[src/rtl/mux4to1_pkt_arbiter_pkg.sv]
`default_nettype none
// +----------------------------------------------------------------------+
// | Package : mux4_arb_pkg                                               |
// | Brief   : Shared constants and types for the 4:1 packet arbiter      |
// | Rev     : 1.0  initial release                                       |
// +----------------------------------------------------------------------+
package mux4_arb_pkg;

  localparam int N_CH  = 4;
  localparam int SEL_W = 2;

  // Pointer value after reset: the search starts at ptr+1, so channel 0
  // is the first one considered.
  localparam logic [SEL_W-1:0] RR_RESET_PTR = 2'd3;

  typedef enum logic [0:0] {
    IDLE   = 1'b0,
    LOCKED = 1'b1
  } arb_state_t;

  // Decode a channel index into a one-hot lane mask.
  function automatic logic [N_CH-1:0] sel_onehot(input logic [SEL_W-1:0] sel);
    logic [N_CH-1:0] mask;
    mask      = '0;
    mask[sel] = 1'b1;
    return mask;
  endfunction

endpackage
`default_nettype wire

[src/rtl/mux4to1_pkt_arbiter_if.sv]
`default_nettype none
// +----------------------------------------------------------------------+
// | Interface : mux4to1_pkt_arbiter_if                                   |
// | Brief     : Four input lanes plus the merged output stream           |
// | Rev       : 1.0  initial release                                     |
// +----------------------------------------------------------------------+
interface mux4to1_pkt_arbiter_if #(
  parameter int DATA_W = 8
);
  import mux4_arb_pkg::*;

  logic [N_CH-1:0]        in_valid;
  logic [N_CH-1:0]        in_last;
  logic [N_CH*DATA_W-1:0] in_data;
  logic [N_CH-1:0]        in_ready;
  logic                   out_valid;
  logic                   out_last;
  logic [DATA_W-1:0]      out_data;
  logic [SEL_W-1:0]       out_sel;
  logic                   out_ready;

  // Arbiter side
  modport slave (
    input  in_valid, in_last, in_data, out_ready,
    output in_ready, out_valid, out_last, out_data, out_sel
  );

  // Environment side: lane sources and the downstream sink
  modport master (
    output in_valid, in_last, in_data, out_ready,
    input  in_ready, out_valid, out_last, out_data, out_sel
  );

endinterface
`default_nettype wire

[src/rtl/mux4to1_pkt_arbiter_rr_pick4.sv]
`default_nettype none
// +----------------------------------------------------------------------+
// | Module : rr_pick4                                                    |
// | Brief  : Combinational round-robin picker over four requests         |
// | Rev    : 1.0  initial release                                        |
// +----------------------------------------------------------------------+
module rr_pick4
  import mux4_arb_pkg::*;
(
  input  logic [N_CH-1:0]  req,
  input  logic [SEL_W-1:0] last,
  output logic [SEL_W-1:0] gnt,
  output logic             any
);

  logic [SEL_W-1:0] idx;

  // Scan from the farthest candidate (last+4 == last) to the nearest (last+1)
  // so the closest requester after the previous winner overrides the rest.
  always_comb begin
    gnt = last;
    any = 1'b0;
    idx = '0;
    for (int k = N_CH; k >= 1; k--) begin
      idx = last + SEL_W'(k);
      if (req[idx]) begin
        gnt = idx;
        any = 1'b1;
      end
    end
  end

endmodule
`default_nettype wire

[src/rtl/mux4to1_pkt_arbiter.sv]
`default_nettype none
// +----------------------------------------------------------------------+
// | Module : mux4to1_pkt_arbiter                                         |
// | Brief  : Merges four valid/ready packet lanes onto one output using  |
// |          per-packet round-robin arbitration and a registered output  |
// | Rev    : 1.0  initial release                                        |
// +----------------------------------------------------------------------+
module mux4to1_pkt_arbiter
  import mux4_arb_pkg::*;
#(
  parameter int DATA_W   = 8,
  parameter bit LOCK_PKT = 1'b1
) (
  input  logic                clk,
  input  logic                rst,
  mux4to1_pkt_arbiter_if.slave bus
);

  arb_state_t        state;
  logic [SEL_W-1:0]  grant;
  logic [SEL_W-1:0]  last_grant;
  logic [SEL_W-1:0]  pick_gnt;
  logic              pick_any;

  logic              out_valid_q;
  logic              out_last_q;
  logic [DATA_W-1:0] out_data_q;
  logic [SEL_W-1:0]  out_sel_q;

  logic              locked;
  logic              out_free;
  logic              accept;
  logic              end_pkt;
  logic [DATA_W-1:0] grant_data;

  rr_pick4 u_pick (
    .req  (bus.in_valid),
    .last (last_grant),
    .gnt  (pick_gnt),
    .any  (pick_any)
  );

  // The output slice can take a beat when it is empty or being drained.
  assign locked     = (state == LOCKED);
  assign out_free   = bus.out_ready || !out_valid_q;
  assign accept     = locked && bus.in_valid[grant] && out_free;
  assign end_pkt    = accept && (bus.in_last[grant] || !LOCK_PKT);
  assign grant_data = bus.in_data[grant*DATA_W +: DATA_W];

  assign bus.in_ready  = (locked && out_free) ? sel_onehot(grant) : '0;
  assign bus.out_valid = out_valid_q;
  assign bus.out_last  = out_last_q;
  assign bus.out_data  = out_data_q;
  assign bus.out_sel   = out_sel_q;

  // Arbitration FSM, grant bookkeeping and the output register slice.
  always_ff @(posedge clk or posedge rst) begin
    if (rst) begin
      state       <= IDLE;
      grant       <= '0;
      last_grant  <= RR_RESET_PTR;
      out_valid_q <= 1'b0;
      out_last_q  <= 1'b0;
      out_data_q  <= '0;
      out_sel_q   <= '0;
    end else begin
      case (state)
        IDLE: begin
          if (pick_any) begin
            grant <= pick_gnt;
            state <= LOCKED;
          end
        end
        LOCKED: begin
          // Rotation advances only once the packet (or beat) is complete.
          if (end_pkt) begin
            last_grant <= grant;
            state      <= IDLE;
          end
        end
      endcase

      if (accept) begin
        out_valid_q <= 1'b1;
        out_last_q  <= bus.in_last[grant];
        out_data_q  <= grant_data;
        out_sel_q   <= grant;
      end else if (bus.out_ready) begin
        out_valid_q <= 1'b0;
      end
    end
  end

endmodule
`default_nettype wire

[src/flat_wrapper.sv]
// flat-port wrapper written by rule: the top's interface ports become plain ports
module mux4to1_pkt_arbiter_flat import mux4_arb_pkg::*;
#(
  parameter int DATA_W   = 8,
  parameter bit LOCK_PKT = 1'b1
)
  (clk, rst, bus_in_valid, bus_in_last, bus_in_data, bus_out_ready, bus_in_ready, bus_out_valid, bus_out_last, bus_out_data, bus_out_sel);
  mux4to1_pkt_arbiter_if #(.DATA_W(DATA_W)) bus_i ();
  input  logic clk;
  input  logic rst;
  input wire logic [$bits(bus_i.in_valid)-1:0] bus_in_valid;
  input wire logic [$bits(bus_i.in_last)-1:0] bus_in_last;
  input wire logic [$bits(bus_i.in_data)-1:0] bus_in_data;
  input wire logic [$bits(bus_i.out_ready)-1:0] bus_out_ready;
  output wire logic [$bits(bus_i.in_ready)-1:0] bus_in_ready;
  output wire logic [$bits(bus_i.out_valid)-1:0] bus_out_valid;
  output wire logic [$bits(bus_i.out_last)-1:0] bus_out_last;
  output wire logic [$bits(bus_i.out_data)-1:0] bus_out_data;
  output wire logic [$bits(bus_i.out_sel)-1:0] bus_out_sel;
  assign bus_i.in_valid = bus_in_valid;
  assign bus_i.in_last = bus_in_last;
  assign bus_i.in_data = bus_in_data;
  assign bus_i.out_ready = bus_out_ready;
  assign bus_in_ready = bus_i.in_ready;
  assign bus_out_valid = bus_i.out_valid;
  assign bus_out_last = bus_i.out_last;
  assign bus_out_data = bus_i.out_data;
  assign bus_out_sel = bus_i.out_sel;
  mux4to1_pkt_arbiter #(.DATA_W(DATA_W), .LOCK_PKT(LOCK_PKT)) u_core (.clk(clk), .rst(rst), .bus(bus_i));
endmodule
[config.mk]
export PLATFORM = sky130hd
export DESIGN_NAME = mux4to1_pkt_arbiter_flat
export DESIGN_NICKNAME = d
export VERILOG_FILES = /design/src/rtl/mux4to1_pkt_arbiter_pkg.sv /design/src/rtl/mux4to1_pkt_arbiter_if.sv /design/src/rtl/mux4to1_pkt_arbiter_rr_pick4.sv /design/src/rtl/mux4to1_pkt_arbiter.sv /design/src/flat_wrapper.sv
export SDC_FILE = /design/constraint.sdc
export NUM_CORES = 1
export LEC_CHECK = 0
export ABC_AREA = 1
export CAP_MARGIN = 20
export CORE_MARGIN = 2
export CORE_UTILIZATION = 30
export CTS_BUF_LIST = sky130_fd_sc_hd__clkbuf_8
export CTS_CLUSTER_SIZE = 10
export DETAILED_ROUTE_END_ITERATION = 8
export GPL_ROUTABILITY_DRIVEN = 0
export MAX_ROUTING_LAYER = met4
export PLACE_DENSITY = 0.64
export SLEW_MARGIN = 5
export SYNTH_ARGS = -nofsm -noshare
export SYNTH_HDL_FRONTEND = slang
export SYNTH_SLANG_ARGS = --single-unit
export TNS_END_PERCENT = 1
[constraint.sdc]
create_clock -name clk -period 1.6 [get_ports clk]
set_clock_uncertainty 0.05 [all_clocks]
set_input_delay 0.16 -clock clk [delete_from_list [all_inputs] [get_ports clk]]
set_output_delay 0.16 -clock clk [all_outputs]
set_load 0.005 [all_outputs]
==> flow_metrics.py, run 1 <==
metrics = {
    "status": {
        "status": "completed",
    },
    "worst_setup_path": {
        "critPathLaunchType": "register",
        "cpMostUsedCell": "nand2_1",
        "crit_required_ns": 1.68,
        "crit_chain": "buf_4, nand2_1, nand3_1, nand2_1, inv_1, nand2_1, nand2_1, nand2_1, nand3_1, nand2_1",
        "worstPathArrival_ns": 1.59,
        "reg2reg_to": "u_core.grant[0]$_DFFE_PP0P_",
        "worstReg2RegStart": "u_core.last_grant[0]$_DFFE_PP1P_",
        "max_stage_delay_ns": 0.61,
        "crit_start": "u_core.last_grant[0]$_DFFE_PP1P_",
        "criticalPathCategory": "reg -> reg",
        "endpoint": "u_core.grant[0]$_DFFE_PP0P_",
        "r2r_setup_slack_ns": 0.09,
        "worstPathMaxFanout": 7,
        "r2r.worst_path.cells": 10,
        "crit_path_top_delay_cell": "dfstp_2",
        "end_kind": "register",
    },
    "yosys": {
        "synth-compound-area-share_pct": 14.8,
        "synth_cells": 171,
        "ys.flop_type": "dfrtp_1",
        "synthDominantCellAreaShare_pct": 31.5,
        "synth_simple_gate_area_share_pct": 39.7,
        "yosys_warnings": 0,
        "synth_nets": 214,
        "ys_seq_elements": 17,
        "synthAdderAreaFrac_pct": 0,
        "ys_types": 24,
        "yosys-top-cells-area": "dfrtp_1 (32%), nand2_1 (20%), nand3_1 (9.7%)",
        "synth-edff-count": 0,
        "synthMuxAreaShare_pct": 0,
        "synth_top_cell_by_area": "dfrtp_1",
        "synthesis.area_um2": 1190,
        "async_flop_share_pct": 100,
        "synth_xor_area_share_pct": 0,
        "ys_seq_area_share_pct": 35.9,
        "synth.most_common_cell": "nand2_1",
        "synth_top_family_by_area": "simple AND/OR/NAND/NOR gates",
        "ys_top_cells_by_count": "nand2_1 (64), nand3_1 (23), dfrtp_1 (15)",
        "avgSynthCellArea_um2": 6.97,
    },
    "sta": {
        "final-hold-violation-count": 0,
        "timing.final.max_slew_violations": 0,
        "tightest_slew_ns": 0.227,
        "post-route-min-period_ns": 1.51,
        "period_share_pct": 94.2,
        "final.setup.tns_ns": 0,
        "grt_setup_unrepaired": "true",
        "setup_viol": 0,
        "setup_slack_ns": 0.0925,
        "maxSlewHeadroom_pct": 84.8,
        "clock.fmax_mhz": 663,
        "holdWs_ns": 0.0734,
    },
    "detailed_routing": {
        "drt-initial-drc-count": 44,
        "ant_nets": 0,
        "drt_wl_total_um": 3450,
        "vias_per_cell": 4.54,
        "num_vias": 1349,
        "drc_errors": 0,
        "wl_per_cell_um": 11.6,
        "dr.pass1.iters": 4,
    },
    "place": {
        "hpwl_um": 2810,
        "place_ws_ns": -0.139,
        "port_buffers": 58,
    },
    "power": {
        "pwr-share-comb_pct": 68.2,
        "seqPwrFrac_pct": 23.4,
        "internal_power_w": 0.00209,
        "p_leak_nw": 0.976,
        "p_sw_share_pct": 42.8,
        "vdd_drop_max_mv": 0.781,
        "powerDensity_nw_per_um2": 1800,
        "power_switching_w": 0.00156,
        "totalPowerFinal_w": 0.00365,
        "clockPowerShare_pct": 8.4,
    },
    "floorplan": {
        "initial_core_util_pct": 31.8,
        "core_area_um2": 3740,
        "row_count": 22,
        "ios": 59,
        "fp.dieArea_um2": 4490,
        "die_w_um": 67.0,
        "die_h_um": 67.0,
    },
    "layout": {
        "area_growth_pct": 70.4,
        "multi_input_comb_area_um2": 656,
        "seq_area_um2": 430,
        "utilization_pct": 54.2,
        "antenna_cells": 0,
        "final_nets": 293,
        "drive_gt1_share_pct": 22.9,
        "fillers": 382,
    },
    "global_route": {
        "met1_usage_pct": 20.9,
        "grt_pass1_wl_um": 5490,
        "grt_usage_pct": 16.0,
        "top_usage_layer": "met2",
        "grt_pass1_vias": 1261,
        "gr-total-overflow": 0,
        "use_met3_pct": 1.69,
        "antenna_found_initial": 0,
        "use_met2_pct": 26.2,
        "grt_max_degree": 13,
    },
    "cts": {
        "clock_sinks": 17,
        "cts_tree": "built",
        "htreeDepth": 1,
        "clock-root-buffer": "clkbuf_8",
        "holdBufCountCts": 0,
        "cts_buffers": 3,
        "clk_pin_slew_ns": 0.06,
        "cts.path.max_buffers": 2,
        "worst_skew_pair.late_latency_ns": 0.24,
    },
    "run": {
        "cap_violations": 0,
    },
    "min_path": {
        "hold_class": "in -> async",
    },
}
layout by cell type (no fill, tap or decap), types with 3 or more instances in the layout:
cell             count
a21oi_1              8
buf_12               3
buf_4               19
clkbuf_8             3
clkdlybuf4s50_1     54
dfrtp_1             13
dlygate4sd2_1        4
inv_1               12
inv_2                5
nand2_1             64
nand2_2              7
nand3_1             23
nor2_1               5
o21ai_0              4
o21ai_2              9
state kept, by name (all words and copies together) (netlist names):
| signal | flops |
|---|---|
| u_core.bus.out_valid | 1 |
| u_core.bus.out_last | 1 |
| u_core.last_grant | 2 |
| u_core.bus.out_data | 8 |
| u_core.grant | 2 |
| u_core.locked | 1 |
| u_core.bus.out_sel | 2 |
power groups by stage:
stage / Clock [W] / Combinational [W] / Sequential, W
CTS: 0.000317 / 0.00248 / 0.000850
finish: 0.000307 / 0.00249 / 0.000854
floorplan: 0 / 0.00144 / 0.000790
detailed placement: 0 / 0.00248 / 0.000850
global route: 0.000334 / 0.00276 / 0.000877
global placement: 0 / 0.00246 / 0.000846
cell families after synthesis:
kind of cell,after synthesis
and+or+nand+nor,106
DFF,17
buffers and inverters,22
AOI/OAI and AO/OA,26
worst max-delay path, delay by kind of cell, from the launching register on:
kind / cells / cell delay [ns]
flops: 1 / 0.61
simple gates: 8 / 0.54
buf+inv: 2 / 0.20
metal layers:
layer / part of all wire, % / wire (um)
met1: 44 / 1520
met2: 50 / 1710
met3: 5.0 / 172
met4: 1.0 / 36
met5: 0 / 0
area by class of cell:
class                           count  share of cell area, %
Clock buffer                        3                   2.03
Inverter                           16                   2.96
Multi-Input combinational cell    132                   32.3
Timing Repair Buffer               80                   38.3
Tap cell                           48                   2.96
Clock inverter                      1                  0.185
Sequential cell                    17                   21.2
through the flow:
step / std cells / cell area, um2
floorplan: 171 / 1190
global placement: 291 / 1970
global route: 297 / 2030
finish: 297 / 2030
CTS: 296 / 2010
detailed placement: 291 / 1970
worst min path at each step:
stage,from,to,cells past startpoint
3_5_place_dp,rst,u_core.bus.out_data[2]$_DFFE_PP0P_,2
6_report,rst,u_core.bus.out_data[2]$_DFFE_PP0P_,2
2_1_floorplan,rst,u_core.bus.out_data[0]$_DFFE_PP0P_,1
3_3_place_gp,rst,u_core.bus.out_data[2]$_DFFE_PP0P_,2
5_1_grt,rst,u_core.locked$_DFF_PP0_,2
4_1_cts,rst,u_core.bus.out_valid$_DFFE_PP0P_,2
what timing repair did:
action,in CTS,in global routing
endpoints found under the setup margin,4,15
gates resized for setup,5,4
setup buffers,1,1
Power figures use the tool's default switching activity.
==> run 2, diff against run 1 <==
Settings changed: SKIP_LAST_GASP set to 1.
==> flow_metrics.py, run 2 (synthesis gave the netlist of run 1 again) <==
metrics = {
    "status": {
        "status": "finished, violations left",
        "violations": "negative setup slack",
    },
    "cts": {
        "clk_pin_slew_ns": 0.06,
        "clock_sinks": 17,
        "holdBufCountCts": 0,
        "cts_tree": "built",
        "worst_skew_pair.late_latency_ns": 0.24,
        "clock-root-buffer": "clkbuf_8",
        "cts.path.max_buffers": 2,
        "cts_buffers": 3,
        "htreeDepth": 1,
    },
    "layout": {
        "final_nets": 292,
        "largest_reg_flops": 8,
        "drive_gt1_share_pct": 21.4,
        "utilization_pct": 54.1,
        "final_cell_mix": "nand2_1 (64), clkdlybuf4s50_1 (56), nand3_1 (23)",
        "instances_no_fill": 296,
        "layout_commonest_cell": "nand2_1",
        "area_growth_pct": 70.1,
        "antenna_cells": 0,
    },
    "worst_setup_path": {
        "crit_family": "buffers and inverters",
        "criticalPathCategory": "reg -> out",
        "r2r.worst_path.cells": 8,
        "path_depth": 5,
        "critPathLaunchType": "register",
        "crit_chain": "inv_1, o21ai_1, buf_4, nor2_1, clkdlybuf4s50_1",
        "max_stage_delay_ns": 0.51,
        "worstPathArrival_ns": 1.52,
        "crit_path_top_delay_cell": "clkdlybuf4s50_1",
        "crit_buf_inv": 3,
        "reg2reg_to": "u_core.last_grant[1]$_DFFE_PP1P_",
        "endpoint": "bus_in_ready[3]",
        "crit_start": "u_core.bus.out_valid$_DFFE_PP0P_",
        "worstReg2RegStart": "u_core.grant[1]$_DFFE_PP0P_",
        "r2r_setup_slack_ns": 0.03,
        "end_kind": "primary output",
        "crit_required_ns": 1.39,
        "worstPathMaxFanout": 5,
    },
    "floorplan": {
        "initial_core_util_pct": 31.8,
        "die_h_um": 67.0,
        "die_w_um": 67.0,
        "fp.dieArea_um2": 4490,
        "ios": 59,
        "core_area_um2": 3740,
        "row_count": 22,
    },
    "place": {
        "dp.cells": 291,
        "hpwl_um": 2810,
        "port_buffers": 58,
    },
    "sta": {
        "period_share_pct": 108,
        "tightest_slew_ns": 0.250,
        "post-route-min-period_ns": 1.73,
        "setup_viol": 2,
        "final-hold-violation-count": 0,
        "maxSlewHeadroom_pct": 83.2,
        "timing.final.max_slew_violations": 0,
        "clock.fmax_mhz": 577,
        "grt_setup_unrepaired": "true",
        "holdWs_ns": 0.0735,
        "setup_slack_ns": -0.133,
    },
    "power": {
        "p_leak_nw": 0.977,
        "clockPowerShare_pct": 8.4,
        "internal_power_w": 0.00209,
        "power_switching_w": 0.00155,
        "powerDensity_nw_per_um2": 1800,
        "pwr-share-comb_pct": 68.2,
        "vdd_drop_max_mv": 0.837,
        "p_sw_share_pct": 42.5,
        "seqPwrFrac_pct": 23.4,
    },
    "global_route": {
        "antenna_found_initial": 0,
        "grt_pass1_vias": 1267,
        "gr-total-overflow": 0,
        "grt_pass1_wl_um": 5500,
        "grt_max_degree": 13,
        "grt_usage_pct": 16.1,
    },
    "detailed_routing": {
        "drt-initial-drc-count": 32,
        "drc_errors": 0,
        "wl_per_cell_um": 11.4,
        "drt_wl_total_um": 3380,
        "vias_per_cell": 4.53,
        "ant_nets": 0,
        "num_vias": 1340,
        "dr.pass1.iters": 4,
    },
    "run": {
        "cap_violations": 0,
    },
    "min_path": {
        "hold_class": "in -> async",
    },
}
[run 2: changes by cell type in the layout (fill, tap and decap cells not counted)]
cell / change
dlygate4sd2_1: -3
clkdlybuf4s50_1: +2
inv_1: +2
inv_2: -2
a31oi_1: +1
a31oi_2: -1
buf_4: -1
dfrtp_1: +1
dfrtp_2: -1
dlymetal6s2s_1: +1
nor3_1: -1
nor3_2: +1
[run 2: stage by stage]
stage	area, um2	setup WS (ns)	power (W)	TNS [ns]
CTS	2020	-0.179	0.00367	-0.461
finish	2030	-0.133	0.00364	-0.263
global route	2030	-0.233	0.00396	-0.985
floorplan	1190	0.190	0.00223	0
global placement	1970	-0.148	0.00330	-0.460
detailed placement	1970	-0.139	0.00333	-0.535
[run 2: worst reg2reg max path, delay by kind of cell (launching register included)]
kind            cells  cell delay, ns
compound gates      1            0.18
flops               1            0.47
simple gates        4            0.41
buf+inv             3            0.38
[run 2: worst min path at each step]
stage,to,startpoint,cells after the start
floorplan,u_core.bus.out_data[0]$_DFFE_PP0P_,rst,1
global placement,u_core.bus.out_data[2]$_DFFE_PP0P_,rst,2
detailed placement,u_core.bus.out_data[2]$_DFFE_PP0P_,rst,2
CTS,u_core.bus.out_valid$_DFFE_PP0P_,rst,2
global route,u_core.locked$_DFF_PP0_,rst,2
finish,u_core.bus.out_data[2]$_DFFE_PP0P_,rst,2
[run 2: what timing repair did]
item / in CTS / in global routing
setup buffers: 1 / 0
pin swaps: 0 / 0
gates resized for setup: 2 / 2
endpoints found under the setup margin: 4 / 18
[run 2: metal layers]
layer | GRT usage, % | share of wire [%] | wire length [um]
met1 | 20.9 | 46 | 1560
met3 | 1.69 | 4.3 | 144
met4 | 4.59 | 0.74 | 25
met5 | - | 0 | 0
met2 | 26.4 | 49 | 1650
[run 2: final cells by class]
type	count	area, um2
Tap cell	48	60.1
Timing Repair Buffer	79	777
Fill cell	382	1720
Multi-Input combinational cell	132	654
Clock buffer	3	41.3
Inverter	16	60.1
Clock inverter	1	3.75
Sequential cell	17	429
[run 2: power by group through the flow]
stage          Sequential [W]  Combinational, W  Clock [W]
2_1_floorplan        0.000790           0.00144          0
3_3_place_gp         0.000846           0.00246          0
3_5_place_dp         0.000850           0.00248          0
4_1_cts              0.000850           0.00251   0.000317
5_1_grt              0.000874           0.00275   0.000334
6_report             0.000851           0.00248   0.000307
